$ cat src/rtl/i2s_pkg.sv
`default_nettype none
// ============================================================================
// Module      : i2s_pkg
// Description : Shared I2S constants, state encoding and frame packing helper,
//               common to the transmitter and the microphone receiver.
// Revision    : 1.0 - initial release
// ============================================================================
package i2s_pkg;

  localparam int SAMPLE_WIDTH = 16;
  localparam int SLOT_WIDTH   = 32;
  localparam int FRAME_BITS   = 64;
  localparam int BIT_CNT_W    = $clog2(FRAME_BITS);

  typedef enum logic {
    IDLE = 1'b0,
    RUN  = 1'b1
  } i2s_state_e;

  // Builds one stereo frame: left slot then right slot, each sample MSB-first
  // and left-justified in its slot, remaining slot bits zero.
  function automatic logic [FRAME_BITS-1:0] pack_frame(
    input logic [SAMPLE_WIDTH-1:0] left,
    input logic [SAMPLE_WIDTH-1:0] right
  );
    return {left,  {(SLOT_WIDTH-SAMPLE_WIDTH){1'b0}},
            right, {(SLOT_WIDTH-SAMPLE_WIDTH){1'b0}}};
  endfunction

endpackage
`default_nettype wire

$ cat src/rtl/i2s_clk_gen.sv
`default_nettype none
// ============================================================================
// Module      : i2s_clk_gen
// Description : SCK divider. While run_i is high, SCK toggles every SCK_DIV
//               clk_i cycles (first toggle SCK_DIV cycles after run_i rises).
//               rise_o/fall_o flag the cycle whose clock edge makes SCK rise
//               or fall, so callers update in lockstep with SCK.
// Revision    : 1.0 - initial release
// ============================================================================
module i2s_clk_gen #(
  parameter int SCK_DIV = 16
) (
  input  logic clk_i,
  input  logic rst_ni,
  input  logic run_i,
  output logic sck_o,
  output logic rise_o,
  output logic fall_o
);

  localparam int              CNT_W    = (SCK_DIV > 1) ? $clog2(SCK_DIV) : 1;
  localparam logic [CNT_W-1:0] CNT_LAST = CNT_W'(SCK_DIV - 1);

  logic [CNT_W-1:0] cnt_q, cnt_d;
  logic             sck_q, sck_d;
  logic             w_tick;

  assign w_tick = run_i && (cnt_q == CNT_LAST);
  assign rise_o = w_tick && !sck_q;
  assign fall_o = w_tick &&  sck_q;
  assign sck_o  = sck_q;

  // Divider next state: parked at zero with SCK low whenever not running.
  always_comb begin
    cnt_d = cnt_q;
    sck_d = sck_q;
    if (!run_i) begin
      cnt_d = '0;
      sck_d = 1'b0;
    end else if (w_tick) begin
      cnt_d = '0;
      sck_d = !sck_q;
    end else begin
      cnt_d = cnt_q + 1'b1;
    end
  end

  // Divider registers.
  always_ff @(posedge clk_i or negedge rst_ni) begin
    if (!rst_ni) begin
      cnt_q <= '0;
      sck_q <= 1'b0;
    end else begin
      cnt_q <= cnt_d;
      sck_q <= sck_d;
    end
  end

endmodule
`default_nettype wire

$ cat src/rtl/i2s_transmitter.sv
`default_nettype none
// ============================================================================
// Module      : i2s_transmitter
// Description : Stereo 16-bit I2S master transmitter with a one-pair holding
//               buffer, frame-boundary enable, and underrun signalling.
// Revision    : 1.0 - initial release
// ============================================================================
module i2s_transmitter
  import i2s_pkg::*;
#(
  parameter int SCK_DIV = 16
) (
  input  logic                         clk_in,
  input  logic                         rst_in,
  input  logic                         enable_in,
  input  logic [1:0][SAMPLE_WIDTH-1:0] audio_data_in,
  input  logic                         audio_valid_in,
  output logic                         audio_ready_out,
  output logic                         i2s_sck_out,
  output logic                         i2s_ws_out,
  output logic                         i2s_sd_out,
  output logic                         underrun_out
);

  localparam logic [BIT_CNT_W-1:0] LAST_BIT = BIT_CNT_W'(FRAME_BITS - 1);

  logic [1:0]                    rst_sync_q;
  logic                          w_rst_n;
  i2s_state_e                    state_q, state_d;
  logic [1:0][SAMPLE_WIDTH-1:0]  buf_q, buf_d;
  logic                          buf_full_q, buf_full_d;
  logic [FRAME_BITS-1:0]         frame_q, frame_d;
  logic [BIT_CNT_W-1:0]          bit_cnt_q, bit_cnt_d;
  logic [BIT_CNT_W-1:0]          w_bit_next;
  logic                          underrun_q, underrun_d;
  logic                          w_run;
  logic                          w_sck_fall;
  logic                          unused_sck_rise;

  // Reset asserts immediately, releases two clk_in edges after rst_in rises.
  always_ff @(posedge clk_in or negedge rst_in) begin
    if (!rst_in) rst_sync_q <= 2'b00;
    else         rst_sync_q <= {rst_sync_q[0], 1'b1};
  end
  assign w_rst_n = rst_sync_q[1];

  assign w_run = (state_q == RUN);

  i2s_clk_gen #(
    .SCK_DIV (SCK_DIV)
  ) u_clk_gen (
    .clk_i  (clk_in),
    .rst_ni (w_rst_n),
    .run_i  (w_run),
    .sck_o  (i2s_sck_out),
    .rise_o (unused_sck_rise),
    .fall_o (w_sck_fall)
  );

  // WS leads the slot by one bit: it follows bit 5 of the upcoming bit index.
  assign w_bit_next      = bit_cnt_q + 1'b1;
  assign i2s_ws_out      = w_run && w_bit_next[BIT_CNT_W-1];
  assign i2s_sd_out      = frame_q[FRAME_BITS-1];
  assign audio_ready_out = !buf_full_q;
  assign underrun_out    = underrun_q;

  // Buffer handshake, frame loading/shifting and IDLE/RUN transitions.
  always_comb begin
    state_d    = state_q;
    buf_d      = buf_q;
    buf_full_d = buf_full_q;
    frame_d    = frame_q;
    bit_cnt_d  = bit_cnt_q;
    underrun_d = 1'b0;

    // A pair offered while empty is always captured, even on a boundary edge;
    // the boundary decision below only looks at the pre-edge buffer state.
    if (audio_valid_in && !buf_full_q) begin
      buf_d      = audio_data_in;
      buf_full_d = 1'b1;
    end

    case (state_q)
      IDLE: begin
        if (buf_full_q && enable_in) begin
          state_d    = RUN;
          frame_d    = pack_frame(buf_q[0], buf_q[1]);
          buf_full_d = 1'b0;
          bit_cnt_d  = '0;
        end
      end
      RUN: begin
        if (w_sck_fall) begin
          bit_cnt_d = w_bit_next;
          frame_d   = {frame_q[FRAME_BITS-2:0], 1'b0};
          if (bit_cnt_q == LAST_BIT) begin
            if (!enable_in) begin
              state_d = IDLE;
              frame_d = '0;
            end else if (buf_full_q) begin
              frame_d    = pack_frame(buf_q[0], buf_q[1]);
              buf_full_d = 1'b0;
            end else begin
              frame_d    = '0;
              underrun_d = 1'b1;
            end
          end
        end
      end
      default: state_d = IDLE;
    endcase
  end

  // Datapath and FSM registers; reset drops any frame in flight and the buffer.
  always_ff @(posedge clk_in or negedge w_rst_n) begin
    if (!w_rst_n) begin
      state_q    <= IDLE;
      buf_q      <= '0;
      buf_full_q <= 1'b0;
      frame_q    <= '0;
      bit_cnt_q  <= '0;
      underrun_q <= 1'b0;
    end else begin
      state_q    <= state_d;
      buf_q      <= buf_d;
      buf_full_q <= buf_full_d;
      frame_q    <= frame_d;
      bit_cnt_q  <= bit_cnt_d;
      underrun_q <= underrun_d;
    end
  end

endmodule
`default_nettype wire

$ cat config.mk
export PLATFORM = sky130hd
export DESIGN_NAME = i2s_transmitter
export DESIGN_NICKNAME = d
export VERILOG_FILES = /design/src/rtl/i2s_pkg.sv /design/src/rtl/i2s_clk_gen.sv /design/src/rtl/i2s_transmitter.sv
export SDC_FILE = /design/constraint.sdc
export NUM_CORES = 1
export LEC_CHECK = 0
export CAP_MARGIN = 30
export CELL_PAD_IN_SITES_DETAIL_PLACEMENT = 0
export CELL_PAD_IN_SITES_GLOBAL_PLACEMENT = 1
export CORE_ASPECT_RATIO = 0.6
export CORE_MARGIN = 1
export CORE_UTILIZATION = 58
export CTS_BUF_LIST = sky130_fd_sc_hd__clkbuf_2
export DETAILED_ROUTE_END_ITERATION = 12
export DONT_BUFFER_PORTS = 1
export PLACE_DENSITY_LB_ADDON = 0.1
export RECOVER_POWER = 50
export SLEW_MARGIN = 10
export SYNTH_ARGS = -nofsm -noshare
export SYNTH_HDL_FRONTEND = slang
export SYNTH_SLANG_ARGS = --single-unit
$ cat constraint.sdc
create_clock -name clk_in -period 6.8 [get_ports clk_in]
set_clock_uncertainty 0.1 [all_clocks]
set_input_delay 0.68 -clock clk_in [delete_from_list [all_inputs] [get_ports clk_in]]
set_output_delay 0.68 -clock clk_in [all_outputs]
set_load 0.05 [all_outputs]
==> results of run 1 <==
-- layer usage --
layer  GRT usage  up-vias  wire, µm
met5           0        -         0
met3     0.08317        5       430
met4     0.06000        0        43
li1            -     1131         -
met2      0.3000       56      3062
met1      0.3462     1189      3613
-- through the flow --
step                      hold slack [ns]  setup WS (ns)
after floorplan                    0.2312          3.828
after global placement             0.2025          4.479
after detailed placement           0.2033          4.398
after CTS                         0.07714          3.912
after global routing              0.06337          3.797
final                              0.1535          3.970
-- where the power goes --
part | internal [mW] | leakage (nW) | switching (mW)
clock network | 0.159 | 0.0935 | 0.180
registers | 0.748 | 1.11 | 0.173
logic | 0.150 | 0.555 | 0.203
total | 1.06 | 1.76 | 0.556
-- worst max-delay path, cell delays in order (launching register included) --
cell and delay [ns]:
sky130_fd_sc_hd__dfrtp_1 0.47, sky130_fd_sc_hd__nand3_1 0.13, sky130_fd_sc_hd__nor2_1 0.15, sky130_fd_sc_hd__xnor2_1 0.09, sky130_fd_sc_hd__nor2_1 0.68
-- cells by family (layout without fill, tap and decap cells) --
kind of cell / after synthesis / in the layout / synth area share
buf+inv: 25 / 26 / 0.03665
mux: 32 / 32 / 0.08870
other cells: 1 / 1 / 0.0009230
flops: 96 / 96 / 0.5913
fa+ha+maj: 2 / 2 / 0.006159
xor+xnor: 5 / 5 / 0.01078
compound gates: 61 / 61 / 0.1697
simple gates: 94 / 94 / 0.09578
-- worst max-delay path by stage --
stage	from	endpoint	cells after the start
after floorplan	rst_sync_q[1]	bit_cnt_q[0]	0
after global placement	bit_cnt_q[0]	frame_q[43]	6
after detailed placement	bit_cnt_q[0]	frame_q[36]	6
after CTS	bit_cnt_q[2]	i2s_ws_out	4
after global routing	state_q	i2s_ws_out	2
final	bit_cnt_q[2]	i2s_ws_out	4
-- Yosys cell counts (all sizes together) --
cell type   n  share of area
nand3b      1         0.0018
a311oi      1         0.0022
a31oi       2         0.0046
a21oi       2         0.0025
dfrtp      96           0.59
a221oi     31           0.11
and3b       1         0.0022
o21ai       4         0.0059
ha          2         0.0062
o22ai       1         0.0015
nor2       70          0.065
and2        1         0.0015
xnor2       5          0.011
nor3        3         0.0037
nand2       8         0.0074
conb        1        0.00092
a41o        1         0.0025
buf        16          0.028
o311ai      1         0.0022
nor4        1         0.0015
inv         5         0.0046
a22o       16          0.034
mux2       32          0.089
and3        2         0.0031
o41ai       1         0.0022
clkbuf      4         0.0037
nor2b       1         0.0015
and4        1         0.0022
a21o        1         0.0018
nand3       5         0.0062
-- layout make-up --
cell class	instances	area, µm²
repair buffers	5	40.04
fillers	563	2466
flip-flops and latches	96	2402
multi-input cells	195	1540
clock inverters	6	107.6
clock buffers	10	50.05
well taps	87	108.9
inverters	5	18.77
-- flip-flops by register name, summed over array words and instances, names as in the netlist --
register         cells
buf_q               32
u_clk_gen.cnt_q      4
rst_sync_q           2
u_clk_gen.sck_o      1
state_q              1
frame_q             48
underrun_out         1
bit_cnt_q            6
buf_full_q           1
-- what timing repair did --
| action | CTS | global route |
|---|---|---|
| gates resized for setup | 0 | 0 |
| hold buffers | 1 | 0 |
| hold endpoints to repair | 2 | 0 |
==> flow_summary.yaml, run 1 <==
status:
  outcome: "complete, no violations"
timing:
  setup_viol: 0
  fmax_mhz: 353.4
  shortest_period_the_worst_path_allows_ns: 2.830
  fin_crit_sh: 0.4162
  setup_tns_ns: 0
  grt_setup_unrepaired: "false"
  max-slew-margin-rel: 0.03158
  final-hold-violation-count: 0
  slew_viol_final: 0
  worst_pin_slew_ns: 1.453
route:
  routed_wirelength_mm: 7.149
  residual_drc_count: 0
  drt-pass1-iter-count: 4
  postRouteAntennaNets: 0
  vias_per_cell: 5.894
  post_drt_wl_per_cell_um: 17.70
  via_count: 2381
  first_iter_violations: 163
logic_synthesis:
  postSynthAreaPerCell_um2: 12.86
  synth.distinct_cells: 38
  synthesis.area_mm2: 0.004063
  post_synth_inst_count: 316
  syn_nets: 354
  synth-warning-count: 0
  sequential_cell_area_fraction_in_the_yosys_report: 0.5913
  ys_seq_elements: 96
grt:
  grt_remaining_overflow: 0
  vias_in_the_first_global_route: 2296
  antenna_found_initial: 0
  grt_max_degree: 60
  grt_util_all_layers: 0.2276
  global_route_wire_length_before_repair_mm: 12.05
setup_path:
  crit-reg2reg-launch: "bit_cnt_q[0]"
  regToRegSetupSlack_ns: 4.35
  r2r_cells: 6
  timing.rr.end: "frame_q[44]"
  category_of_the_most_critical_setup_path: "flop to primary output"
  critical_path_data_arrival_time_ns: 2.05
  endpoint_kind: "primary output"
  setup.worst_path.start_class: "flop"
  worstPathRequired_ns: 6.02
  critical_path.max_fanout: 4
cells_and_area:
  antenna_cells_inserted: 0
  num-nets-final: 350
  final_area_mm2: 0.004268
  syn_to_final_growth_pct: 5.051
  mostFrequentLayoutCell: "sky130_fd_sc_hd__dfrtp_1"
  layoutNonFillerInstCount: 404
  utilization: 0.6338
  final_cell_mix: "sky130_fd_sc_hd__dfrtp_1, sky130_fd_sc_hd__nor2_1, sky130_fd_sc_hd__mux2_2, sky130_fd_sc_hd__a221oi_2, sky130_fd_sc_hd__a22o_1"
  drive_gt1_frac: 0.2587
power:
  total_power_mw: 1.613
  cellPowerDensity_mw_per_mm2: 378.0
  power.ir.vdd_worst_mv: 0.1732
  power.leakage_nw: 1.764
place:
  dp_hpwl_mm: 4.525
  placedCellCount: 387
  detailed_place.area_mm2: 0.004104
  finalWeightedCongestion: 0.8852
  placement.io_buffers: 0
clock_network:
  clock_sinks: 96
  h-tree-depth: 3
  cts-root-buf: "sky130_fd_sc_hd__clkbuf_2"
  tritoncts_buffer_count: 9
  insertion_delay_ns: 0.55
  cts.clk_slew.worst_paths_ns: 0.25
  tritoncts_clock_tree: "done"
  clockBufferDepth: 2
  cts_setup_buffers: 0
floorplanning:
  die_x_um: 110.0
  fp.dieArea_mm2: 0.007354
  io_pins: 41
  fp.dieH_um: 66.83
  floorplan.initialDensity: 0.6033
  fp-row-count: 23
  fp.coreArea_mm2: 0.006734
run:
  max_cap_viol_count: 0
worst_hold_path:
  hold-path-cell-count: 1
  min_to: "buf_q[24]"
  min-delay-path-class: "primary input to flop"
  hold_sp: "audio_data_in[24]"
Power figures use the tool's default switching activity.
==> inputs of run 2 (changes only) <==
--- a/config.mk
+++ b/config.mk
@@ -5,12 +5,13 @@
 export SDC_FILE = /design/constraint.sdc
 export NUM_CORES = 1
 export LEC_CHECK = 0
+export ABC_AREA = 1
 export CAP_MARGIN = 30
 export CELL_PAD_IN_SITES_DETAIL_PLACEMENT = 0
 export CELL_PAD_IN_SITES_GLOBAL_PLACEMENT = 1
 export CORE_ASPECT_RATIO = 0.6
 export CORE_MARGIN = 1
-export CORE_UTILIZATION = 58
+export CORE_UTILIZATION = 50
 export CTS_BUF_LIST = sky130_fd_sc_hd__clkbuf_2
 export DETAILED_ROUTE_END_ITERATION = 12
 export DONT_BUFFER_PORTS = 1
==> constraint.sdc (replaced) <==
create_clock -name clk_in -period 2.9 [get_ports clk_in]
set_clock_uncertainty 0.1 [all_clocks]
set_input_delay 0.29 -clock clk_in [delete_from_list [all_inputs] [get_ports clk_in]]
set_output_delay 0.29 -clock clk_in [all_outputs]
set_load 0.05 [all_outputs]
==> run 2 against run 1 <==
  * Final area is 13% higher
  * Worst hold slack better by 0.061 ns
  * Wire length is 23% higher
  * Clock power is 110% higher
  * The run now ends with max-capacitance violations, max-slew violations left
  * Sequential power is 140% higher
  * Setup slack worse by 3.5 ns
  * Non-clock buffer count is 40 higher
  * Combinational power grew to 3.4 times the previous value
  * Sequential share of layout area is 6.6 points lower
  * Register-to-register slack worse by 3.6 ns
  * Cell count is 50% higher
  * Synthesized cell count is 47% higher
==> flow_summary.yaml, run 2 <==
logic_synthesis:
  synth_edf_count: 0
  synth.distinct_cells: 26
  ys_seq_elements: 96
  post-synth-top-area-cell: "sky130_fd_sc_hd__dfrtp_1"
  sequential_cell_area_fraction_in_the_yosys_report: 0.5609
  synth.top_cells.by_count: "sky130_fd_sc_hd__nand2_1, sky130_fd_sc_hd__dfrtp_1, sky130_fd_sc_hd__nor2_1, sky130_fd_sc_hd__a21oi_1, sky130_fd_sc_hd__mux2_2"
  postSynthAreaPerCell_um2: 9.191
  cell_with_the_most_instances_after_synthesis: "sky130_fd_sc_hd__nand2_1"
  synth.top_cell.area_share: 0.5609
  syn_nets: 504
  ys_async_sr_fraction: 1.000
  synth-warning-count: 0
  synthesis.area_mm2: 0.004283
  post_synth_inst_count: 466
  synth_ff_type: "sky130_fd_sc_hd__dfrtp_1"
  synth.area.top_cells: "sky130_fd_sc_hd__dfrtp_1, sky130_fd_sc_hd__nand2_1, sky130_fd_sc_hd__mux2_2, sky130_fd_sc_hd__a21oi_1, sky130_fd_sc_hd__nor2_1"
clock_network:
  tritoncts_clock_tree: "done"
  h-tree-depth: 3
  insertion_delay_ns: 0.56
  cts-root-buf: "sky130_fd_sc_hd__clkbuf_2"
  cts.clk_slew.worst_paths_ns: 0.23
  clock_sinks: 96
  tritoncts_buffer_count: 9
  ctsResizeCount: 0
  clockBufferDepth: 2
  cts_setup_buffers: 0
status:
  failed_checks: "max-capacitance violations, max-slew violations"
  outcome: "finished, violations left"
cells_and_area:
  largest_reg_flops: 48
  drive_gt1_frac: 0.1280
  num-nets-final: 533
  utilization: 0.5988
  final_area_mm2: 0.004832
  registers_with_the_highest_flip_flop_counts: "frame_q: 48 flops, buf_q: 32 flops, bit_cnt_q: 6 flops"
  final.fill_count: 740
  register_containing_the_most_flip_flops_in_the_final_layout: "frame_q"
  mostFrequentLayoutCell: "sky130_fd_sc_hd__nand2_1"
  syn_to_final_growth_pct: 12.82
  antenna_cells_inserted: 0
  final_cell_mix: "sky130_fd_sc_hd__nand2_1, sky130_fd_sc_hd__dfrtp_1, sky130_fd_sc_hd__nor2_1, sky130_fd_sc_hd__a21oi_1, sky130_fd_sc_hd__dlygate4sd3_1"
timing:
  finalHoldWorstSlack_ns: 0.2142
  fmax_mhz: 418.1
  worst_pin_slew_ns: 1.757
  grt_setup_unrepaired: "false"
  setup_viol: 0
  fin_crit_sh: 0.8248
  setup_tns_ns: 0
  fin_ws_ns: 0.5080
  max-slew-margin-rel: -0.1713
  slew_viol_final: 43
  shortest_period_the_worst_path_allows_ns: 2.392
  final-hold-violation-count: 0
floorplanning:
  die_x_um: 121.5
  floorplan.initialDensity: 0.5307
  fp.dieH_um: 73.69
  fp.dieArea_mm2: 0.008952
  fp-row-count: 25
  io_pins: 41
  fp.coreArea_mm2: 0.008070
grt:
  grt_max_degree: 53
  grt_util_all_layers: 0.2250
  global_route_wire_length_before_repair_mm: 15.32
  vias_in_the_first_global_route: 3249
  antenna_found_initial: 0
  grt_remaining_overflow: 0
route:
  via_count: 3184
  drt-pass1-iter-count: 4
  postRouteAntennaNets: 0
  first_iter_violations: 260
  routed_wirelength_mm: 8.774
  residual_drc_count: 0
  post_drt_wl_per_cell_um: 14.43
  vias_per_cell: 5.237
run:
  max_cap_viol_count: 1
power:
  power.leakage_nw: 2.274
  cellPowerDensity_mw_per_mm2: 855.2
  power.ir.vdd_worst_mv: 0.4283
place:
  placement.io_buffers: 0
  detailedPlace.worstSlack_ns: 0.7202
  detailed_place.area_mm2: 0.004349
  finalWeightedCongestion: 0.7559
  dp_hpwl_mm: 5.473
setup_path:
  critical_path_data_arrival_time_ns: 2.00
  category_of_the_most_critical_setup_path: "flop to primary output"
  endpoint_kind: "primary output"
  setup.worst_path.start_class: "flop"
  critical_path.max_fanout: 4
  worstPathRequired_ns: 2.51
worst_hold_path:
  min-delay-path-class: "primary input to flop"
[run 2: per-stage QoR]
step                total power [mW]  cells
global placement               3.380    556
finish                         4.133    608
CTS                            4.180    608
global route                   4.474    608
floorplan                      3.172    466
detailed placement             3.443    556
[run 2: logic make-up (layout without fill, tap and decap cells)]
kind of cell / after synthesis / after routing / synth area share
flip-flops: 96 / 96 / 0.5609
other: 1 / 1 / 0.0008756
adder cells (fa/ha/maj): 2 / 2 / 0.005842
buffers and inverters: 39 / 73 / 0.04908
XOR/XNOR: 2 / 2 / 0.004091
multiplexers: 32 / 32 / 0.08414
AO/OA/AOI/OAI: 71 / 71 / 0.08385
AND/OR/NAND/NOR: 223 / 223 / 0.2112
[run 2: layout make-up]
class | count | area (µm²) | share of cell area
Tap cell | 108 | 135.1 | 0.02796
Sequential cell | 96 | 2402 | 0.4972
Inverter | 12 | 45.04 | 0.009322
Multi-Input combinational cell | 331 | 1670 | 0.3457
Clock inverter | 5 | 71.32 | 0.01476
Timing Repair Buffer | 45 | 452.9 | 0.09373
Clock buffer | 11 | 55.05 | 0.01139
[run 2: path summary, 6_finish.rpt]
| kind | from | to | slack, ns | depth (start not counted) |
|---|---|---|---|---|
| worst max-delay path | bit_cnt_q[0] | i2s_ws_out | 0.51 | 7 |
| worst min-delay path | audio_valid_in | buf_q[23] | 0.21 | 3 |
| worst max register to register | bit_cnt_q[0] | frame_q[59] | 0.70 | 7 |
| worst min register to register | rst_sync_q[0] | rst_sync_q[1] | 0.28 | 0 |
| max in group asynchronous | rst_sync_q[1] | frame_q[47] | 1.04 | 1 |
| min in group asynchronous | rst_in | rst_sync_q[0] | 0.35 | 2 |
[run 2: critical path, stage by stage (launching register included)]
cell	delay, ns
sky130_fd_sc_hd__dfrtp_1	0.43
sky130_fd_sc_hd__nand3_1	0.11
sky130_fd_sc_hd__nor2_1	0.21
sky130_fd_sc_hd__nand2_1	0.09
sky130_fd_sc_hd__nand2_1	0.09
sky130_fd_sc_hd__nand2_1	0.05
sky130_fd_sc_hd__nor2_1	0.22
sky130_fd_sc_hd__buf_4	0.25
[run 2: repair_timing]
item	in CTS	in global routing
hold buffers	36	0
endpoints found under the hold margin	37	0
endpoints found under the setup margin	0	0
[run 2: power by group]
part / internal, mW / switching (mW)
registers: 1.87 / 0.366
logic: 0.566 / 0.628
clock network: 0.284 / 0.421
total: 2.72 / 1.42
[run 2: layer usage]
layer / wire length (µm) / global-route usage / vias up
li1: - / - / 1570
met1: 4382 / 0.3022 / 1549
met2: 4004 / 0.3674 / 59
met3: 309 / 0.05202 / 6
met4: 77 / 0.06584 / 0
met5: 0 / 0 / -
